--- config.mk ---
export PLATFORM = sky130hd
export DESIGN_NAME = uart_pin_host
export DESIGN_NICKNAME = d
export VERILOG_FILES = /design/src/rtl/uart_pin_host.sv
export SDC_FILE = /design/constraint.sdc
export NUM_CORES = 1
export LEC_CHECK = 0
export BUFFER_PORTS_ARGS = -buffer_cell sky130_fd_sc_hd__buf_4
export CORE_MARGIN = 5
export CORE_UTILIZATION = 25
export CTS_CLUSTER_SIZE = 14
export DETAILED_ROUTE_END_ITERATION = 8
export SYNTH_ARGS = -nofsm -noshare
export SYNTH_HDL_FRONTEND = slang
export SYNTH_SLANG_ARGS = --single-unit
--- constraint.sdc ---
create_clock -name clk -period 2.2 [get_ports clk]
set_input_delay 0.22 -clock clk [delete_from_list [all_inputs] [get_ports clk]]
set_output_delay 0.22 -clock clk [all_outputs]
set_load 0.1 [all_outputs]
--- src/rtl/uart_pin_host.sv ---
// rtl/uart_pin_host.sv - host-side command sequencer for a UART pin interface (optional macro UART_PIN_HOST_ERR_EN)
module uart_pin_host #(
    parameter int WR_PRIORITY = 0
) (
    input  logic       clk,
    input  logic       nReset,
    input  logic       wr_valid,
    input  logic [7:0] wr_data,
    output logic       wr_ready,
    output logic       rd_valid,
    output logic [7:0] rd_data,
    input  logic       rd_ready,
    input  logic       clear_req,
    output logic       clear_done,
    input  logic [1:0] rate_sel,
    output logic [3:0] ctrl,
    output logic [7:0] tx_data,
    input  logic [7:0] rx_data,
    input  logic       tx_buffer_full,
    input  logic       rx_buffer_empty,
    input  logic       uart_err,
    output logic       err_irq,
    output logic       err_seen
);

    typedef enum logic [1:0] {S_IDLE, S_ISSUE, S_HOLD, S_GAP} state_t;

    localparam logic [1:0] CMD_NONE = 2'b00;
    localparam logic [1:0] CMD_WR   = 2'b01;
    localparam logic [1:0] CMD_RD   = 2'b10;
    localparam logic [1:0] CMD_CLR  = 2'b11;

    state_t     state, state_nx;
    logic [1:0] cmd, cmd_nx;
    logic [1:0] rate;
    logic       clear_pend;
    logic       rr_read;      // 1: read has the next turn when both contend
    logic       wr_elig, rd_elig;
    logic       take_wr, take_rd, take_clr, rr_flip;

    assign wr_elig = wr_valid && !tx_buffer_full;
    assign rd_elig = !rx_buffer_empty && (!rd_valid || rd_ready);

    // Command selection and next-state logic; only IDLE arbitrates
    always_comb begin
        state_nx = state;
        cmd_nx   = cmd;
        take_wr  = 1'b0;
        take_rd  = 1'b0;
        take_clr = 1'b0;
        rr_flip  = 1'b0;
        case (state)
            S_IDLE: begin
                if (clear_pend) begin
                    take_clr = 1'b1;
                end else if (wr_elig && rd_elig) begin
                    if (WR_PRIORITY != 0) begin
                        take_wr = 1'b1;
                    end else begin
                        rr_flip = 1'b1;
                        take_rd = rr_read;
                        take_wr = !rr_read;
                    end
                end else if (wr_elig) begin
                    take_wr = 1'b1;
                end else if (rd_elig) begin
                    take_rd = 1'b1;
                end
                if (take_clr || take_wr || take_rd) begin
                    state_nx = S_ISSUE;
                    cmd_nx   = take_clr ? CMD_CLR : (take_wr ? CMD_WR : CMD_RD);
                end
            end
            S_ISSUE: state_nx = S_HOLD;
            S_HOLD:  state_nx = S_GAP;
            S_GAP: begin
                state_nx = S_IDLE;
                cmd_nx   = CMD_NONE;
            end
            default: begin
                state_nx = S_IDLE;
                cmd_nx   = CMD_NONE;
            end
        endcase
    end

    assign wr_ready   = take_wr;
    assign ctrl       = {((state == S_ISSUE) || (state == S_HOLD)) ? cmd : CMD_NONE, rate};
    assign clear_done = (state == S_GAP) && (cmd == CMD_CLR);

    // FSM, command, rate, clear-pending and round-robin registers
    always_ff @(posedge clk or negedge nReset) begin
        if (!nReset) begin
            state      <= S_IDLE;
            cmd        <= CMD_NONE;
            rate       <= 2'b00;
            clear_pend <= 1'b0;
            rr_read    <= 1'b0;
        end else begin
            state      <= state_nx;
            cmd        <= cmd_nx;
            clear_pend <= (clear_pend && !take_clr) || clear_req;
            if (rr_flip) begin
                rr_read <= !rr_read;
            end
            if ((state == S_IDLE) && !clear_pend && !take_wr && !take_rd) begin
                rate <= rate_sel;
            end
        end
    end

    // Write byte: captured on the handshake, held through GAP, then zeroed
    always_ff @(posedge clk or negedge nReset) begin
        if (!nReset) begin
            tx_data <= 8'h00;
        end else if (take_wr) begin
            tx_data <= wr_data;
        end else if (state == S_GAP) begin
            tx_data <= 8'h00;
        end
    end

    // One-byte read output register, filled at the end of a read HOLD
    always_ff @(posedge clk or negedge nReset) begin
        if (!nReset) begin
            rd_valid <= 1'b0;
            rd_data  <= 8'h00;
        end else if ((state == S_HOLD) && (cmd == CMD_RD)) begin
            rd_valid <= 1'b1;
            rd_data  <= rx_data;
        end else if (rd_valid && rd_ready) begin
            rd_valid <= 1'b0;
        end
    end

`ifdef UART_PIN_HOST_ERR_EN
    logic err_d1, err_d2, err_seen_q;

    // Register uart_err and flag its rising edges
    always_ff @(posedge clk or negedge nReset) begin
        if (!nReset) begin
            err_d1     <= 1'b0;
            err_d2     <= 1'b0;
            err_seen_q <= 1'b0;
        end else begin
            err_d1 <= uart_err;
            err_d2 <= err_d1;
            if (err_irq) begin
                err_seen_q <= 1'b1;
            end
        end
    end

    assign err_irq  = err_d1 && !err_d2;
    assign err_seen = err_seen_q;
`else
    logic unused_err;
    assign unused_err = uart_err;
    assign err_irq    = 1'b0;
    assign err_seen   = 1'b0;
`endif

endmodule

Word level (Yosys, flattened, before mapping)
Index checks and enable logic that the tools add are counted.
Storage, ports and cells
  input bits: 26
  logic and storage cells: 70
  output and inout bits: 25
  register bits after elaboration: 25
Operators by class
  reduce and logical (&&, ||, !) cells: 28
  equality and inequality tests: 6
  multiplexer cells: 28
Operator list (count)
  $mux 1: 19
  $mux 8: 2
  $logic_and 1x1->1: 10
  $mux 2: 5
  $eq 2x2->1 const B: 4
  $logic_not 1->1: 8
  $pmux 2 s4: 1
  $reduce_bool 2->1: 3
  $logic_or 1x1->1: 5
  $pmux 2 s2: 1
  $eq 2x1->1 const B: 1
  $logic_not 2->1: 1
  $ne 2x2->1 const B: 1
  $reduce_and 2->1: 1

Depth between registers and ports, before layout
  depth in word-level cells: 11
  depth in mapped cells: 7
  gate-level depth less buffers: 5

Worst setup path before layout
Ideal clock, no wire load.
  path type: register to output
  from: reg rd_valid
  to: out wr_ready
  slack: -353 ps
  arrival: 2333 ps
  stages on the path, launching flop included: 6
  cell sequence: dfrtp_1 -> nand2b_4 -> and3_4 -> or3_1 -> buf_6 -> inv_1
On the way
  word-level cells in the longest chain between the ends: 8
Ends and longest elaborated chain
  from (decl): line 10  | output logic rd_valid,
  from (signal assigned): line 126  | rd_valid <= 1'b0;
  from (signal assigned): line 129  | rd_valid <= 1'b1;
  from (signal assigned): line 132  | rd_valid <= 1'b0;
  $logic_not 1->1: line 42  | assign rd_elig = !rx_buffer_empty && (!rd_valid || rd_ready);
  $logic_or 1x1->1: line 42
  $logic_and 1x1->1: line 42
  $logic_and 1x1->1: line 56  | end else if (wr_elig && rd_elig) begin
  $mux 1: line 56
  $mux 1: line 54  | if (clear_pend) begin
  $mux 1 (2 in series): line 52  | case (state)
  to (decl): line 9  | output logic wr_ready,
Every way passes these cells. The select of a mux whose other input is x is not followed.

Worst setup path after layout
  from: reg state[0]
  to: out wr_ready
On the way
  word-level cells in the longest chain between the ends: 2
Ends and longest elaborated chain
  from (decl): line 33  | state_t state, state_nx;
  from (signal assigned): line 100  | state <= state_nx;
  $logic_not 2->1: line 52
  $mux 1: line 52
Every way passes these cells.

==> results.json <==
{
  "drv_slew": 0,
  "htreeDepth": 1,
  "worstPathRequired_ps": 1980,
  "coreArea_mm2": 0.00472,
  "grt_max_degree": 26,
  "die_w_um": 79.7,
  "layout-area-overhead-vs-synth_pct": 40.0,
  "worst-path-max-fanout": 7,
  "route.detailed.wl_per_inst_um": 13.4,
  "port_buffers": 47,
  "ys_warn_count": 0,
  "ctsRootBufferMaster": "clkbuf_8",
  "drive_gt1_share_pct": 55.6,
  "ys_types": 31,
  "design.die.area_mm2": 0.00635,
  "n_antenna_cell": 0,
  "grt_pass1_vias": 955,
  "period_minus_slack_ps": 2110,
  "max_cap_violations": 0,
  "max_freq_mhz": 473,
  "grt_setup_unrepaired": "false",
  "crit_path_start_kind": "register",
  "skew_ps": 2.14,
  "syn-cell-area_mm2": 0.00121,
  "hold_viol": 0,
  "ios": 51,
  "clockBufferDepth": 2,
  "cts.sinks": 25,
  "outcome": "finished, final reports clean",
  "gp_congestion": 0.770,
  "hp-class": "in -> reg",
  "first_iter_violations": 24,
  "ys_seq_elements": 25,
  "cts_tree": "built",
  "insertion_delay_ps": 260,
  "drc": 0,
  "worstSetupPathType": "reg -> out",
  "arrival_ps": 1890,
  "overflow": 0,
  "antenna_left": 0,
  "clkTransAtPathRegs_ps": 80,
  "end_kind": "output port",
  "placementRows": 25,
  "cts_made_buffers": 3,
  "fp.dieH_um": 79.7,
  "grt_pass1_wl_mm": 4.44,
  "ys_seq_area_share_pct": 51.5,
  "cts_setup_buffers": 0,
  "final_nets": 175,
  "layout_worst_path_cycle_share_pct": 96.0,
  "synth_cells": 94,
  "firstDrtPassIters": 4,
  "antenna_found_initial": 0,
  "syn_area_per_cell_um2": 12.9,
  "start_util_pct": 25.7,
  "via_count": 885,
  "via_per_inst": 4.19,
  "grt_use_total_pct": 8.92,
  "tns_ps": 0,
  "hpwlAfterDp_mm": 2.23,
  "n_fill_cell": 479,
  "setup_viol": 0,
  "routed_wl_mm": 2.83
}
[worst paths after layout]
check                                      from                     end  slack [ps]  depth (start not counted)
setup / recovery           state[0]$_DFFE_PN0P_                wr_ready          90                          6
hold / removal                        clear_req    clear_pend$_DFF_PN0_         150                          2
setup reg to reg           state[0]$_DFFE_PN0P_  tx_data[4]$_DFFE_PN0P_         350                          6
hold reg to reg             rr_read$_DFFE_PN0P_     rr_read$_DFFE_PN0P_         500                          1
max in group asynchronous                nReset    rd_valid$_DFFE_PN0P_        1540                          2
min in group asynchronous                nReset  tx_data[3]$_DFFE_PN0P_         400                          2
[registers in the layout, indices dropped and copies added, names as in the netlist]
register,count
state,2
rd_valid,1
clear_pend,1
rr_read,1
rd_data,8
tx_data,8
cmd,2
rate,2
[placed cells by master (no fill, tap or decap), types with 2 or more instances in the layout]
cell       n
dfrtp_1   24
and2_1     2
inv_1      6
o22ai_1    2
conb_1     2
nor2b_1    8
ha_1       4
clkbuf_8   3
mux2_4     8
buf_4     49
nand2_1    3
o21ai_0    3
mux2_2    10
[layout make-up]
class	count	area, um^2	area share (%)
sequential	25	627	36.9
clock buffer	4	45.0	2.65
inverter	7	30.0	1.77
timing repair buffer	50	378	22.2
multi-input combinational	58	536	31.5
tap	67	83.8	4.93
[kinds of logic after synthesis]
family | share of synthesized area, %
adder cells (fa/ha/maj) | 4.12
XOR/XNOR | 0.722
flip-flops | 51.5
other | 0.309
multiplexers | 19.2
buffers and inverters | 5.05
AO/OA/AOI/OAI | 6.49
AND/OR/NAND/NOR | 12.6
[critical path: stages, from the launching register on]
cell	delay (ps)
dfrtp_1	390
inv_1	120
ha_1	200
nand3b_2	100
or3_4	440
clkinvlp_4	90
buf_4	280
[synthesized netlist by cell type]
cell type  instances  share of area [%]
o21ai_0            3                1.2
o21bai_1           1               0.62
nand3_1            1               0.41
nor2_1             1               0.31
dfrtp_1           25                 52
buf_6              1               0.93
ha_1               4                4.1
buf_2              1               0.41
mux2_4             8                9.9
xor2_1             1               0.72
and2b_2            1               0.72
or3_1              1               0.52
and2_1             2                1.0
and3_4             1               0.93
o221a_2            1               0.93
clkbuf_1           1               0.31
nand3b_2           1               0.93
inv_1              7                2.2
o22ai_1            2                1.0
conb_1             1               0.31
nor4_1             1               0.52
o2111ai_2          1                1.2
and3_1             1               0.52
nand2_1            3               0.93
a31oi_1            1               0.52
nand2b_4           1                1.1
a311o_2            1               0.93
buf_4              2                1.2
nand2b_1           1               0.52
mux2_2            10                9.3
nor2b_1            8                4.1
[metrics by stage]
stage	hold WS (ps)	cell area, um^2	worst slack [ps]	instances	util [%]
4_1_cts	145	1700	78.3	211	36.0
5_1_grt	150	1700	0.796	211	36.0
2_1_floorplan	-75.6	1220	188	95	-
6_report	153	1700	87.7	211	36.0
3_3_place_gp	137	1640	238	206	34.7
3_5_place_dp	151	1640	181	206	34.7
[per-layer routing]
metal  part of all wire (%)  vias to the layer above  global-route usage [%]
li1                       -                      419                       -
met5                      0                        -                       0
met1                     41                      426                    9.74
met3                     10                        0                    4.51
met4                      0                        0                    1.03
met2                     49                       40                    15.9
[what timing repair did]
item,CTS,global route
endpoints found under the setup margin,1,0
endpoints found under the hold margin,25,0
hold buffers,1,0
resized for setup,1,0
Power is not shown: default switching activity piles up to over one toggle a cycle in this logic, so the estimate is an artifact.
